$ cat src/rtl/lsu_byte_seq_if.sv
// Bundle of scheduler, memory-bus and register-file signals around the
// byte-sequencing load/store unit. The LSU connects through the slave modport
// (it serves scheduler requests); the environment side uses master.
interface lsu_byte_seq_if;
    logic        sched_req;
    logic        sched_store;
    logic        sched_word;
    logic [15:0] lsu_adr;
    logic [15:0] lsu_payload;
    logic        lsu_busy;
    logic [15:0] mem_adr;
    logic [7:0]  mem_dout;
    logic [7:0]  mem_din;
    logic        mem_rd;
    logic        mem_wr;
    logic        mem_ready;
    logic [15:0] rf_ld_data;
    logic        rf_ld_valid;
    logic        lsu_done;
    logic        lsu_fault;

    modport slave (
        input  sched_req, sched_store, sched_word, lsu_adr, lsu_payload,
        input  mem_din, mem_ready,
        output lsu_busy, mem_adr, mem_dout, mem_rd, mem_wr,
        output rf_ld_data, rf_ld_valid, lsu_done, lsu_fault
    );

    modport master (
        output sched_req, sched_store, sched_word, lsu_adr, lsu_payload,
        output mem_din, mem_ready,
        input  lsu_busy, mem_adr, mem_dout, mem_rd, mem_wr,
        input  rf_ld_data, rf_ld_valid, lsu_done, lsu_fault
    );
endinterface

$ cat src/rtl/lsu_byte_seq.sv
// Load/store sequencer: splits 8/16-bit accesses into little-endian byte
// transfers on an 8-bit bus, bounds every bus wait with a timeout, and
// returns load data to the register file. All outputs are registered.
module lsu_byte_seq #(
    parameter int WAIT_LIMIT = 15,
    parameter int WAIT_W     = 4
) (
    input  logic          clk,
    input  logic          rst,
    lsu_byte_seq_if.slave bus
);
    typedef enum logic [1:0] {S_IDLE, S_LO, S_HI, S_DONE} state_t;

    localparam logic [WAIT_W-1:0] WAIT_MAX = WAIT_W'(WAIT_LIMIT);
    localparam logic [WAIT_W-1:0] WAIT_ONE = WAIT_W'(1);

    state_t              state_q, state_d;
    logic [15:0]         adr_q, adr_d;
    logic [15:0]         payload_q, payload_d;
    logic                store_q, store_d;
    logic                word_q, word_d;
    logic [15:0]         data_q, data_d;
    logic [WAIT_W-1:0]   wait_q, wait_d;
    logic                busy_q, busy_d;
    logic [15:0]         mem_adr_q, mem_adr_d;
    logic [7:0]          mem_dout_q, mem_dout_d;
    logic                mem_rd_q, mem_rd_d;
    logic                mem_wr_q, mem_wr_d;
    logic [15:0]         rf_ld_data_q, rf_ld_data_d;
    logic                rf_ld_valid_q, rf_ld_valid_d;
    logic                done_q, done_d;
    logic                fault_q, fault_d;
    logic                timeout;

    // The limit cycle still honours a late acknowledge; only a missing one aborts.
    assign timeout = (wait_q == WAIT_MAX) && !bus.mem_ready;

    // Next-state and next-output computation for the byte sequencer.
    always_comb begin
        state_d       = state_q;
        adr_d         = adr_q;
        payload_d     = payload_q;
        store_d       = store_q;
        word_d        = word_q;
        data_d        = data_q;
        wait_d        = wait_q;
        busy_d        = busy_q;
        mem_adr_d     = mem_adr_q;
        mem_dout_d    = mem_dout_q;
        mem_rd_d      = mem_rd_q;
        mem_wr_d      = mem_wr_q;
        rf_ld_data_d  = rf_ld_data_q;
        rf_ld_valid_d = 1'b0;
        done_d        = 1'b0;
        fault_d       = 1'b0;

        unique case (state_q)
            S_IDLE: begin
                if (bus.sched_req) begin
                    state_d    = S_LO;
                    adr_d      = bus.lsu_adr;
                    payload_d  = bus.lsu_payload;
                    store_d    = bus.sched_store;
                    word_d     = bus.sched_word;
                    wait_d     = '0;
                    busy_d     = 1'b1;
                    mem_adr_d  = bus.lsu_adr;
                    mem_dout_d = bus.lsu_payload[7:0];
                    mem_wr_d   = bus.sched_store;
                    mem_rd_d   = !bus.sched_store;
                end
            end
            S_LO: begin
                if (bus.mem_ready) begin
                    if (!store_q) begin
                        data_d = {8'h00, bus.mem_din};
                    end
                    if (word_q) begin
                        state_d    = S_HI;
                        wait_d     = '0;
                        mem_adr_d  = adr_q + 16'd1;
                        mem_dout_d = payload_q[15:8];
                    end else begin
                        state_d  = S_DONE;
                        mem_rd_d = 1'b0;
                        mem_wr_d = 1'b0;
                        done_d   = 1'b1;
                        if (!store_q) begin
                            rf_ld_valid_d = 1'b1;
                            rf_ld_data_d  = data_d;
                        end
                    end
                end else if (timeout) begin
                    state_d  = S_IDLE;
                    mem_rd_d = 1'b0;
                    mem_wr_d = 1'b0;
                    busy_d   = 1'b0;
                    fault_d  = 1'b1;
                end else begin
                    wait_d = wait_q + WAIT_ONE;
                end
            end
            S_HI: begin
                if (bus.mem_ready) begin
                    if (!store_q) begin
                        data_d = {bus.mem_din, data_q[7:0]};
                    end
                    state_d  = S_DONE;
                    mem_rd_d = 1'b0;
                    mem_wr_d = 1'b0;
                    done_d   = 1'b1;
                    if (!store_q) begin
                        rf_ld_valid_d = 1'b1;
                        rf_ld_data_d  = data_d;
                    end
                end else if (timeout) begin
                    // A low byte already written by a word store stays written.
                    state_d  = S_IDLE;
                    mem_rd_d = 1'b0;
                    mem_wr_d = 1'b0;
                    busy_d   = 1'b0;
                    fault_d  = 1'b1;
                end else begin
                    wait_d = wait_q + WAIT_ONE;
                end
            end
            S_DONE: begin
                state_d = S_IDLE;
                busy_d  = 1'b0;
            end
            default: begin
                state_d = S_IDLE;
            end
        endcase
    end

    // State and registered outputs; reset discards any in-flight transfer at once.
    always_ff @(posedge clk or posedge rst) begin
        if (rst) begin
            state_q       <= S_IDLE;
            adr_q         <= '0;
            payload_q     <= '0;
            store_q       <= 1'b0;
            word_q        <= 1'b0;
            data_q        <= '0;
            wait_q        <= '0;
            busy_q        <= 1'b0;
            mem_adr_q     <= '0;
            mem_dout_q    <= '0;
            mem_rd_q      <= 1'b0;
            mem_wr_q      <= 1'b0;
            rf_ld_data_q  <= '0;
            rf_ld_valid_q <= 1'b0;
            done_q        <= 1'b0;
            fault_q       <= 1'b0;
        end else begin
            state_q       <= state_d;
            adr_q         <= adr_d;
            payload_q     <= payload_d;
            store_q       <= store_d;
            word_q        <= word_d;
            data_q        <= data_d;
            wait_q        <= wait_d;
            busy_q        <= busy_d;
            mem_adr_q     <= mem_adr_d;
            mem_dout_q    <= mem_dout_d;
            mem_rd_q      <= mem_rd_d;
            mem_wr_q      <= mem_wr_d;
            rf_ld_data_q  <= rf_ld_data_d;
            rf_ld_valid_q <= rf_ld_valid_d;
            done_q        <= done_d;
            fault_q       <= fault_d;
        end
    end

    assign bus.lsu_busy    = busy_q;
    assign bus.mem_adr     = mem_adr_q;
    assign bus.mem_dout    = mem_dout_q;
    assign bus.mem_rd      = mem_rd_q;
    assign bus.mem_wr      = mem_wr_q;
    assign bus.rf_ld_data  = rf_ld_data_q;
    assign bus.rf_ld_valid = rf_ld_valid_q;
    assign bus.lsu_done    = done_q;
    assign bus.lsu_fault   = fault_q;
endmodule
$ cat src/flat_wrapper.sv
// flat-port wrapper written by rule: the top's interface ports become plain ports
module lsu_byte_seq_flat 
#(
    parameter int WAIT_LIMIT = 15,
    parameter int WAIT_W     = 4
)
  (clk, rst, bus_sched_req, bus_sched_store, bus_sched_word, bus_lsu_adr, bus_lsu_payload, bus_mem_din, bus_mem_ready, bus_lsu_busy, bus_mem_adr, bus_mem_dout, bus_mem_rd, bus_mem_wr, bus_rf_ld_data, bus_rf_ld_valid, bus_lsu_done, bus_lsu_fault);
  lsu_byte_seq_if bus_i ();
  input  logic clk;
  input  logic rst;
  input wire logic [$bits(bus_i.sched_req)-1:0] bus_sched_req;
  input wire logic [$bits(bus_i.sched_store)-1:0] bus_sched_store;
  input wire logic [$bits(bus_i.sched_word)-1:0] bus_sched_word;
  input wire logic [$bits(bus_i.lsu_adr)-1:0] bus_lsu_adr;
  input wire logic [$bits(bus_i.lsu_payload)-1:0] bus_lsu_payload;
  input wire logic [$bits(bus_i.mem_din)-1:0] bus_mem_din;
  input wire logic [$bits(bus_i.mem_ready)-1:0] bus_mem_ready;
  output wire logic [$bits(bus_i.lsu_busy)-1:0] bus_lsu_busy;
  output wire logic [$bits(bus_i.mem_adr)-1:0] bus_mem_adr;
  output wire logic [$bits(bus_i.mem_dout)-1:0] bus_mem_dout;
  output wire logic [$bits(bus_i.mem_rd)-1:0] bus_mem_rd;
  output wire logic [$bits(bus_i.mem_wr)-1:0] bus_mem_wr;
  output wire logic [$bits(bus_i.rf_ld_data)-1:0] bus_rf_ld_data;
  output wire logic [$bits(bus_i.rf_ld_valid)-1:0] bus_rf_ld_valid;
  output wire logic [$bits(bus_i.lsu_done)-1:0] bus_lsu_done;
  output wire logic [$bits(bus_i.lsu_fault)-1:0] bus_lsu_fault;
  assign bus_i.sched_req = bus_sched_req;
  assign bus_i.sched_store = bus_sched_store;
  assign bus_i.sched_word = bus_sched_word;
  assign bus_i.lsu_adr = bus_lsu_adr;
  assign bus_i.lsu_payload = bus_lsu_payload;
  assign bus_i.mem_din = bus_mem_din;
  assign bus_i.mem_ready = bus_mem_ready;
  assign bus_lsu_busy = bus_i.lsu_busy;
  assign bus_mem_adr = bus_i.mem_adr;
  assign bus_mem_dout = bus_i.mem_dout;
  assign bus_mem_rd = bus_i.mem_rd;
  assign bus_mem_wr = bus_i.mem_wr;
  assign bus_rf_ld_data = bus_i.rf_ld_data;
  assign bus_rf_ld_valid = bus_i.rf_ld_valid;
  assign bus_lsu_done = bus_i.lsu_done;
  assign bus_lsu_fault = bus_i.lsu_fault;
  lsu_byte_seq #(.WAIT_LIMIT(WAIT_LIMIT), .WAIT_W(WAIT_W)) u_core (.clk(clk), .rst(rst), .bus(bus_i));
endmodule
$ cat config.mk
export PLATFORM = sky130hd
export DESIGN_NAME = lsu_byte_seq_flat
export DESIGN_NICKNAME = d
export VERILOG_FILES = /design/src/rtl/lsu_byte_seq_if.sv /design/src/rtl/lsu_byte_seq.sv /design/src/flat_wrapper.sv
export SDC_FILE = /design/constraint.sdc
export NUM_CORES = 1
export LEC_CHECK = 0
export CAP_MARGIN = 20
export CORE_MARGIN = 2
export CORE_UTILIZATION = 54
export DETAILED_ROUTE_END_ITERATION = 6
export PLACE_DENSITY = 0.85
export SETUP_SLACK_MARGIN = 0.1
export SYNTH_ARGS = -nofsm -noshare
export SYNTH_HDL_FRONTEND = slang
export SYNTH_SLANG_ARGS = --single-unit
$ cat constraint.sdc
create_clock -name clk -period 4.46 [get_ports clk]
set_input_delay 0.892 -clock clk [delete_from_list [all_inputs] [get_ports clk]]
set_output_delay 0.892 -clock clk [all_outputs]
set_load 0.02 [all_outputs]
# [After elaboration in Yosys (flattened, before gate mapping)]
# Cells that the tools add are included.
[totals] ff_bits=102 latchBits=0 ramBits=0 romBits=0 input_bits=46 out_inout_bits=46 elab_cells=107 mem_count=0
[op_classes] n_addsub=2 mul=0 div_mod_pow=0 n_lt_le_gt_ge=0 eq_ne=16 shifts=0 muxes=58 bitwise=0 reduce_logical=15
[op_table] cell="16-bit 2-to-1 mux" count=12
[op_table] cell="16-bit case mux with 2 select lines" count=3
[op_table] cell="8-bit 2-to-1 mux" count=3
[op_table] cell="1-bit 2-to-1 mux" count=23
[op_table] cell="4-bit 2-to-1 mux" count=5
[op_table] cell="16-bit by 1-bit adder with 16-bit output, second input constant" count=1
[op_table] cell="2-bit inequality test, second input constant" count=8
[op_table] cell="8-bit case mux with 2 select lines" count=1
[op_table] cell="4-bit case mux with 3 select lines" count=1
[op_table] cell="1-bit case mux with 3 select lines" count=3
[op_table] cell="3-bit AND reduction" count=3
[op_table] cell="2-bit 2-to-1 mux" count=4
[op_table] cell="2-bit case mux with 4 select lines" count=1
[op_table] cell="4-bit AND reduction" count=2
[op_table] cell="6-bit AND reduction" count=1
[op_table] cell="4-bit by 1-bit adder with 4-bit output, second input constant" count=1
[op_table] cell="2-bit == test, second input constant" count=2
[op_table] cell="4-bit == test, second input constant" count=1
[op_table] cell="2-bit by 1-bit inequality test with 1-bit output, second input constant" count=2
[op_table] cell="1-bit case mux with 2 select lines" count=2
[op_table] cell="2-bit nonzero test" count=2
[op_table] cell="3-bit by 2-bit inequality test with 1-bit output, second input constant" count=1
[op_table] cell="3-bit inequality test, second input constant" count=1
[op_table] cell="3-bit nonzero test" count=1
[op_table] cell="other kinds (6)" count=7

# [Longest topological paths before layout]
# Gate-level depths: netlist (run 1).
[logic_depth] word_depth=5 depth_mapped=8 depth_no_buf=7

# [Least setup slack after synthesis (run 1)]
# Ideal clock, no wire load.
[synth_path] path_type="input to register" start="in bus_sched_req" end="reg u_core.wait_q[0]" setup_ns=0.125 arrival_ns=1.788 slack_ns=2.547 path_stages=5 path_buffers=0 path_cell_list="and2b_1 -> nor2_1 -> and2_1 -> nor3b_2 -> mux2_2"
[synth_via] elab_chain_len=2
[synth_lines] item="start, declared" line="flat_wrapper.sv:11" text="input wire logic [$bits(bus_i.sched_req)-1:0] bus_sched_req;"
[synth_lines] item="2-bit inequality test (no line)"
[synth_lines] item="4-bit AND reduction (no line)"
[synth_lines] item="end signal, assigned" line="lsu_byte_seq.sv:163" text="wait_q <= wait_d;"
[synth_lines] item="end, declared" line="lsu_byte_seq.sv:23" text="logic [WAIT_W-1:0] wait_q, wait_d;"
# No other way between the ends.
# A chain may end at the register's enable or synchronous reset.

# [Worst setup path after layout (run 1)]
[layout_path] start="in bus_mem_ready" end="reg u_core.mem_adr_q[8], in the netlist u_core.bus.mem_adr[8]"
[layout_via] elab_chain_len=2
[layout_lines] item="start, declared" line="flat_wrapper.sv:17" text="input wire logic [$bits(bus_i.mem_ready)-1:0] bus_mem_ready;"
[layout_lines] item="2-bit inequality test (no line)"
[layout_lines] item="4-bit AND reduction (no line)"
[layout_lines] item="end signal, assigned" line="lsu_byte_seq.sv:165" text="mem_adr_q <= mem_adr_d;"
[layout_lines] item="end, declared" line="lsu_byte_seq.sv:25" text="logic [15:0] mem_adr_q, mem_adr_d;"
# No other way between the ends.

==> results by stage, run 1 <==
CTS:
- The count of buffers added by post-CTS timing repair for setup is 0.
- The number of clock buffers inserted by TritonCTS is 9.
- Clock-pin slew was measured on the worst setup and hold paths at 90 ps.
- The root buffer cell is clkbuf_8.
- The number of buffers inserted by hold repair at cts is 0.
- TritonCTS built the clock tree.
- The H-tree was split into 3 levels.
- For this design, the sink count on the clock tree is 86.
- In this run, post-CTS repair resized a total of 0 instances.
- The maximum clock insertion buffer count is 2.
- The clock latency on the worst-skew pair is about 340 ps.

Synth:
- The number of enable-type register cells in the synthesized netlist is 0.
- In the synthesized netlist, the cells that appear most often are dfrtp_1 (86), nand2_1 (44), mux2_2 (38), nor2_1 (26), a21oi_1 (25).
- After synthesis the cells add up to 0.00400 mm2.
- The most used flip-flop cell after synthesis is dfrtp_1.
- Counting flops with an async set or reset pin after synthesis yields a share of 100%.
- The count of distinct cell types in the synthesized netlist is 43.
- The sequential element share of the synthesized area is 53.8%.
- The mean post-synth cell area is around 11 um2.
- After technology mapping, the gate count stands at 363.
- The warning count from the yosys run is 0.
- The cell type with the largest total area after synthesis is dfrtp_1.
- The number of nets in the synthesized netlist is 416.
- The count of state elements after synthesis is between 80 and 90.
- Among all cell types in the netlist, the one instantiated most often is dfrtp_1.
- Ranked by total cell area, the synthesized netlist is headed by dfrtp_1 (54%), mux2_2 (11%), mux2i_1 (4.5%).
- The fraction of post-synthesis cell area in the top cell type by area is a little over half.

STA:
- The worst clock skew on the final layout is just under 9 ps.
- The final number of hold-violating endpoints is 0.
- The transition at the pin with the smallest max-transition slack is roughly 890 ps.
- The worst-case setup margin in the final layout is about 1900 ps.
- Timing would allow up to 0.385 GHz.
- Setup repair after global routing left no endpoint under its margin.
- In the finished design, the share of the clock period the worst path needs comes to between 50% and 60%.
- The setup-violating endpoint count in the final report is 0.
- Counting I/O delays and the setup requirement, the final critical path takes 2590 ps.
- The max-slew violation total from the final report is 0.
- Setup total negative slack on the finished layout was measured at 0 ps.
- The worst slew margin relative to its limit is 40.7%.

Run:
- Across the run, the number of max-cap violations was 0.

Worst setup path:
- The maximum fanout along the worst path is 28.
- The data required time at the worst endpoint is 4720 ps.
- The arrival time reported for the critical path endpoint is roughly 2900 ps.
- The category of the critical setup timing path is in2reg.
- STA classifies the critical path startpoint as an input port.
- The worst setup path is captured at a flop.

Cells and area:
- For this run, the post-layout net count is 507.
- The total inserted antenna cells is 0.
- The share of cells above drive strength 1 is 14.6%.
- The synthesis-to-finish area growth is 31.3%.

Floorplan:
- The boundary pin count is 92.
- Row generation in the floorplan step produced 31 rows.
- The core box area is 0.00721 mm2.
- The horizontal extent of the die is between 90 and 100 um.
- Once the floorplan was initialized, standard cells occupied 55.5% of the core.
- The total die area is between 0.008 and 0.009 mm2.
- The die is between 90 and 100 um tall.

Global route:
- For this run, the total global-route usage over all layers was measured as between 20% and 30%.
- The via count of the first global-routing pass is 3070.
- The total overflow left after global routing is 0.
- The first global-routing pass estimated 14.7 mm of wire.
- Entering global routing, the biggest net connects 56 pins.
- The number of antenna violations at the first check in global routing is 0.

Placed design:
- Input and output buffers added on the ports amount to 91.
- The routability-driven placement congestion ratio is 0.847.
- The worst slack at placement is between 1500 and 2000 ps.
- The half-perimeter wire length of the detailed placement result is 6.17 mm.

Detailed routing:
- After detailed routing, the average wire length per cell comes to 15.5 um.
- The starting DRC count in detailed routing is 206.
- The number of routed nets with antenna violations is 0.
- Wires add up to approximately 8.7 mm.
- For this run, the detailed router's first-pass iteration total came to 4.
- The detailed router placed 2993 vias in this run.
- After detailed routing, the number of vias per cell comes to 5.36.
- For this run, design rule violations remaining after detail routing come to 0.

Run status:
- The flow ran to the end, and the final reports show no timing, DRC or antenna violations.

Pwr:
- The total power divided by cell area is 760 mW/mm2.
- The maximum vdd ir drop is 0.000369 V.
- The static leakage is between 2 and 2.5 nW.

Worst hold path:
- The worst hold path belongs to the class reg2reg.
-- cell type report --
type,count,area [um2]
repair buffers,94,933
flip-flops and latches,86,2150
clock inverters,6,134
fillers,505,1960
inverters,8,31.3
clock buffers,10,128
well taps,99,124
multi-input cells,255,1750
-- path summary, 6_finish.rpt --
check	startpoint	endpoint	slack [ps]	depth (start not counted)
worst max register to register	u_core.state_q[1]$_DFFE_PP0P_	u_core.bus.mem_adr[8]$_DFFE_PP0P_	2180	6
max in group asynchronous	rst	u_core.bus.rf_ld_data[6]$_DFFE_PP0P_	2510	3
min in group asynchronous	rst	u_core.payload_q[13]$_DFFE_PP0P_	900	2
worst max-delay path	bus_mem_ready	u_core.bus.mem_adr[8]$_DFFE_PP0P_	1870	5
worst min-delay path	u_core.bus.mem_adr[6]$_DFFE_PP0P_	u_core.bus.mem_adr[6]$_DFFE_PP0P_	480	1
worst min register to register	u_core.bus.mem_adr[6]$_DFFE_PP0P_	u_core.bus.mem_adr[6]$_DFFE_PP0P_	480	1
-- cell families after synthesis --
kind of cell / Yosys count / share of synthesized area [%]
compound gates: 75 / 10.8
xor+xnor: 14 / 3.06
fa+ha+maj: 7 / 2.19
buf+inv: 22 / 2.41
flops: 86 / 53.8
mux: 56 / 15.2
simple gates: 103 / 12.6
-- cells in the final DEF (no fill, tap or decap), types with 2 or more instances in the layout --
cell type / n
o21ai_1: 18
inv_1: 5
nand2_1: 44
nand3_2: 2
and2b_1: 2
buf_4: 3
mux2_2: 38
a21oi_1: 25
nor2_1: 26
bufinv_16: 4
o211ai_1: 2
nand3_1: 7
nand4_1: 2
nor2b_1: 4
inv_2: 2
o21ai_0: 13
dfrtp_1: 86
o22ai_1: 4
mux2i_1: 18
a211oi_1: 2
xor2_1: 3
ha_1: 7
clkinv_2: 2
clkdlybuf4s50_1: 91
a21o_1: 5
and3_1: 3
nand2b_1: 3
clkbuf_8: 9
xnor2_1: 11
-- flip-flops by register name, summed over array words and instances, names as in the netlist --
register,cells
u_core.adr_q,16
u_core.bus.lsu_busy,1
u_core.bus.lsu_done,1
u_core.bus.lsu_fault,1
u_core.bus.mem_adr,16
u_core.bus.mem_dout,8
u_core.bus.mem_rd,1
u_core.bus.mem_wr,1
u_core.bus.rf_ld_data,16
u_core.bus.rf_ld_valid,1
u_core.data_q,8
u_core.payload_q,8
u_core.state_q,2
u_core.store_q,1
u_core.wait_q,4
u_core.word_q,1
-- layer usage --
metal	global-route usage, %	up-vias	routed length [um]
met1	27.9	1465	3710
met3	4.78	10	419
li1	-	1442	-
met4	8.72	0	121
met2	38.2	76	4420
met5	0	-	0
-- stage by stage --
stage / utilization (%) / total power [W] / hold slack [ps] / std cells / cell area (um2)
2_1_floorplan: - / 0.00264 / 478 / 363 / 4000
3_3_place_gp: 69.2 / 0.00322 / 460 / 542 / 4990
3_5_place_dp: 69.2 / 0.00330 / 465 / 542 / 4990
4_1_cts: 72.8 / 0.00401 / 485 / 558 / 5260
5_1_grt: 72.8 / 0.00425 / 518 / 558 / 5260
6_report: 72.8 / 0.00399 / 483 / 558 / 5260
-- where the power goes --
group          switching, W  leakage [nW]  internal [W]
clock network      0.000271         0.130      0.000429
registers          0.000267          1.05       0.00115
logic              0.000981          1.07      0.000896
total               0.00152          2.25       0.00247
-- critical path, cell delays in order --
cell and delay [ps]:
clkdlybuf4s50_1 580, nand3_1 200, a21oi_4 620, nand2_1 310, o211ai_1 250
Note: power is estimated with default switching activity, not from simulation.
==> inputs of run 2 (changes only) <==
Settings changed: CORE_UTILIZATION 54 to 50, PLACE_DENSITY 0.85 to 0.8.
Clock period 4.46 ns to 2.5 ns, I/O delays scaled along.
==> run 2 against run 1 <==
Global-route usage decreased by 2.0 points. Cell count increased by 1.3%. Highest routed layer unchanged. Routed wire length decreased by 4.4%. Design area decreased by 0.31%.
==> results by stage, run 2 (same netlist as run 1, synthesis figures left out) <==
Run status:
- The run finished with clean final reports.

CTS:
- The maximum clock insertion buffer count is 2.
- The H-tree was split into 3 levels.
- Post-CTS repair changed the size of 0 cells.
- Clock-pin slew was measured on the worst setup and hold paths at ~90 ps.
- Post-CTS timing repair inserted 0 buffers for setup.
- TritonCTS built the clock tree.
- The CTS sink count is 86.
- Counting the buffers created by CTS gives 9.
- Hold repair after CTS inserted 0 buffers.
- The root buffer cell chosen for the clock tree is clkbuf_8.
- The clock latency on the worst-skew pair is 350 ps.

STA:
- The final period demand of the worst path is between 2000 and 2500 ps.
- The timing-limited maximum frequency is 0.477 GHz.
- Setup repair after global routing left no endpoint under its margin.
- The max-slew violation total from the final report is 0.
- After layout, the worst path uses a little over four fifths of the clock period.
- The final worst hold slack is 485 ps.
- Headroom to the max-slew limit came out at 43.7%.
- The transition at the pin with the smallest max-transition slack is 844 ps.
- The setup TNS is 0 ps.
- For the final database, setup skew stands at 8.55 ps.
- The final number of hold-violating endpoints is 0.
- Setup violations remaining at the end of the flow were counted as 0.

Global route:
- The first global-routing pass estimated 13.9 mm of wire.
- After global routing the overflow that remains totals 0.
- The total track usage is roughly 20%.
- The via count of the first global-routing pass came to 2925.
- The maximum number of pins on one net before global-route repair is 87.
- The number of antenna violations at the first check in global routing was 0.

Cells and area:
- The library cells used most frequently in the layout, excluding fill and tap cells, are clkdlybuf4s50_1 (91), dfrtp_1 (86), nand2_1 (44), mux2_2 (38), nor2_1 (26).
- Of the cells placed in the final design, the portion with a size suffix greater than 1 is 15.6%.
- In the final design database the tool counted 511 nets.
- The area growth from synthesis to layout is 30.9%.
- The final cell area excluding filler cells is between 0.005 and 0.006 mm2.
- The library cell used most frequently in the layout, excluding fill and tap cells, is clkdlybuf4s50_1.
- The total inserted antenna cells is 0.

Worst setup path:
- The kind of end point of the critical path is a flop.
- The count of buffering cells on the critical path with inverters included is 2.
- The critical path depth is 6.
- The cell with the biggest individual delay on the critical path is a21o_1.
- The data required time at the worst endpoint is approximately 2700 ps.
- The worst stage delay on the critical path is between 600 and 700 ps.
- Counting cells, the worst reg-to-reg path comes to 6.
- The type of origin of the critical path is a flop.
- In this run the worst path has a maximum fanout of 32.
- The arrival time reported for the critical path endpoint is 2290 ps.
- The signal on the critical path passes through inv_1, ha_1, buf_4, o21ai_1, a21o_1, o21ai_0.
- The family of cells with the greatest summed delay on the critical path is compound AO/OA/AOI/OAI gates.
- By startpoint and endpoint, the worst setup path is classified as reg2reg.
- The worst register-to-register path has a setup slack of 400 ps.

Floorplan:
- The horizontal extent of the die is around 93 um.
- The starting density of the core is 51.8%.
- The floorplan step defined a die boundary enclosing 0.00873 mm2.
- The boundary pin count is between 90 and 100.
- The y dimension of the die is 93.5 um.
- The core box area is roughly 0.0077 mm2.
- The number of standard-cell rows in the floorplan is 32.

Pwr:
- The total power divided by cell area is 1300 mW/mm2.
- The static leakage is 2.23 nW.
- Combinational logic is responsible for around 50% of the overall power.
- The share of power burned in registers is 36.9%.
- Net switching is 39.8% of the power.
- The design internal power is 0.00410 W.
- The worst-case IR drop observed on VDD is 0.000664 V.
- The clock share of power is 13.2%.
- Summed over all nets, the switching power comes to 0.00271 W.

Detailed routing:
- The routed layout has 2966 vias.
- The final layout contains routed wiring with a total length of 8.28 mm.
- For this run, the detailed router's first-pass iteration total came to 5.
- For this run, design rule violations remaining after detail routing come to 0.
- Dividing the detail-routed wire length by the instance count gives roughly 15 um.
- The starting DRC count in detailed routing is 140.
- The average via count per standard cell is 5.25.
- The number of routed nets with antenna violations is 0.

Placed design:
- In this run the cell area measured after placement is 0.00505 mm2.
- The half-perimeter wire length of the detailed placement result is 6.06 mm.
- The routability-driven placement congestion ratio is a little over 0.8.
- The count of buffers inserted at the top-level ports is 91.

Worst hold path:
- The depth of the worst hold-timing path is 2.
- The kind of path behind the tightest hold check is reg2reg.

Run:
- The total of max-cap violations is 0.
[run 2: changes by cell type in the layout (fill, tap and decap cells not counted), moves of 2 or more]
| cell | previous run | this run |
|---|---|---|
| buf_12 | 0 | 2 |
| buf_4 | 3 | 5 |
| bufinv_16 | 4 | 0 |
| clkinvlp_4 | 0 | 3 |
[run 2: final timing paths]
check                                                        end                              start
setup reg to reg           u_core.bus.rf_ld_data[15]$_DFFE_PP0P_      u_core.state_q[1]$_DFFE_PP0P_
min in group asynchronous     u_core.bus.mem_dout[2]$_DFFE_PP0P_                                rst
hold reg to reg                u_core.bus.mem_adr[7]$_DFFE_PP0P_  u_core.bus.mem_adr[7]$_DFFE_PP0P_
hold / removal                 u_core.bus.mem_adr[7]$_DFFE_PP0P_  u_core.bus.mem_adr[7]$_DFFE_PP0P_
max in group asynchronous           u_core.wait_q[2]$_DFFE_PP0P_                                rst
setup / recovery           u_core.bus.rf_ld_data[15]$_DFFE_PP0P_      u_core.state_q[1]$_DFFE_PP0P_
[run 2: stage by stage]
stage | std cells | power (W) | utilization (%) | setup WS (ps)
final | 565 | 0.00681 | 67.8 | 403
after global placement | 549 | 0.00583 | 65.4 | 157
after floorplan | 363 | 0.00470 | - | 813
after CTS | 565 | 0.00687 | 67.8 | 378
after global routing | 565 | 0.00730 | 67.8 | 115
after detailed placement | 549 | 0.00597 | 65.4 | 83.7
[run 2: tightest hold or removal path, stage by stage, from the launching register on]
cell	delay, ps
dfrtp_1	350
nand2_1	40
o21ai_0	60
[run 2: final cells by class]
cell class | count | area [um2]
clock buffers | 10 | 138
well taps | 102 | 128
multi-input cells | 255 | 1750
clock inverters | 6 | 46.3
inverters | 8 | 33.8
flip-flops and latches | 86 | 2150
fillers | 600 | 2490
repair buffers | 98 | 988
[run 2: per-layer routing]
layer	vias up	global-route usage, %	share of wire, %
met5	-	0	0
met2	88	32.4	48
met4	0	8.09	2.0
met3	13	4.43	5.9
met1	1418	27.3	45
li1	1447	-	-
[run 2: power by group through the flow]
stage	clock network, W	logic [W]	registers [W]
floorplan	0	0.00186	0.00285
global route	0.000978	0.00373	0.00260
CTS	0.000919	0.00344	0.00251
detailed placement	0	0.00343	0.00253
global placement	0	0.00332	0.00250
finish	0.000897	0.00340	0.00251
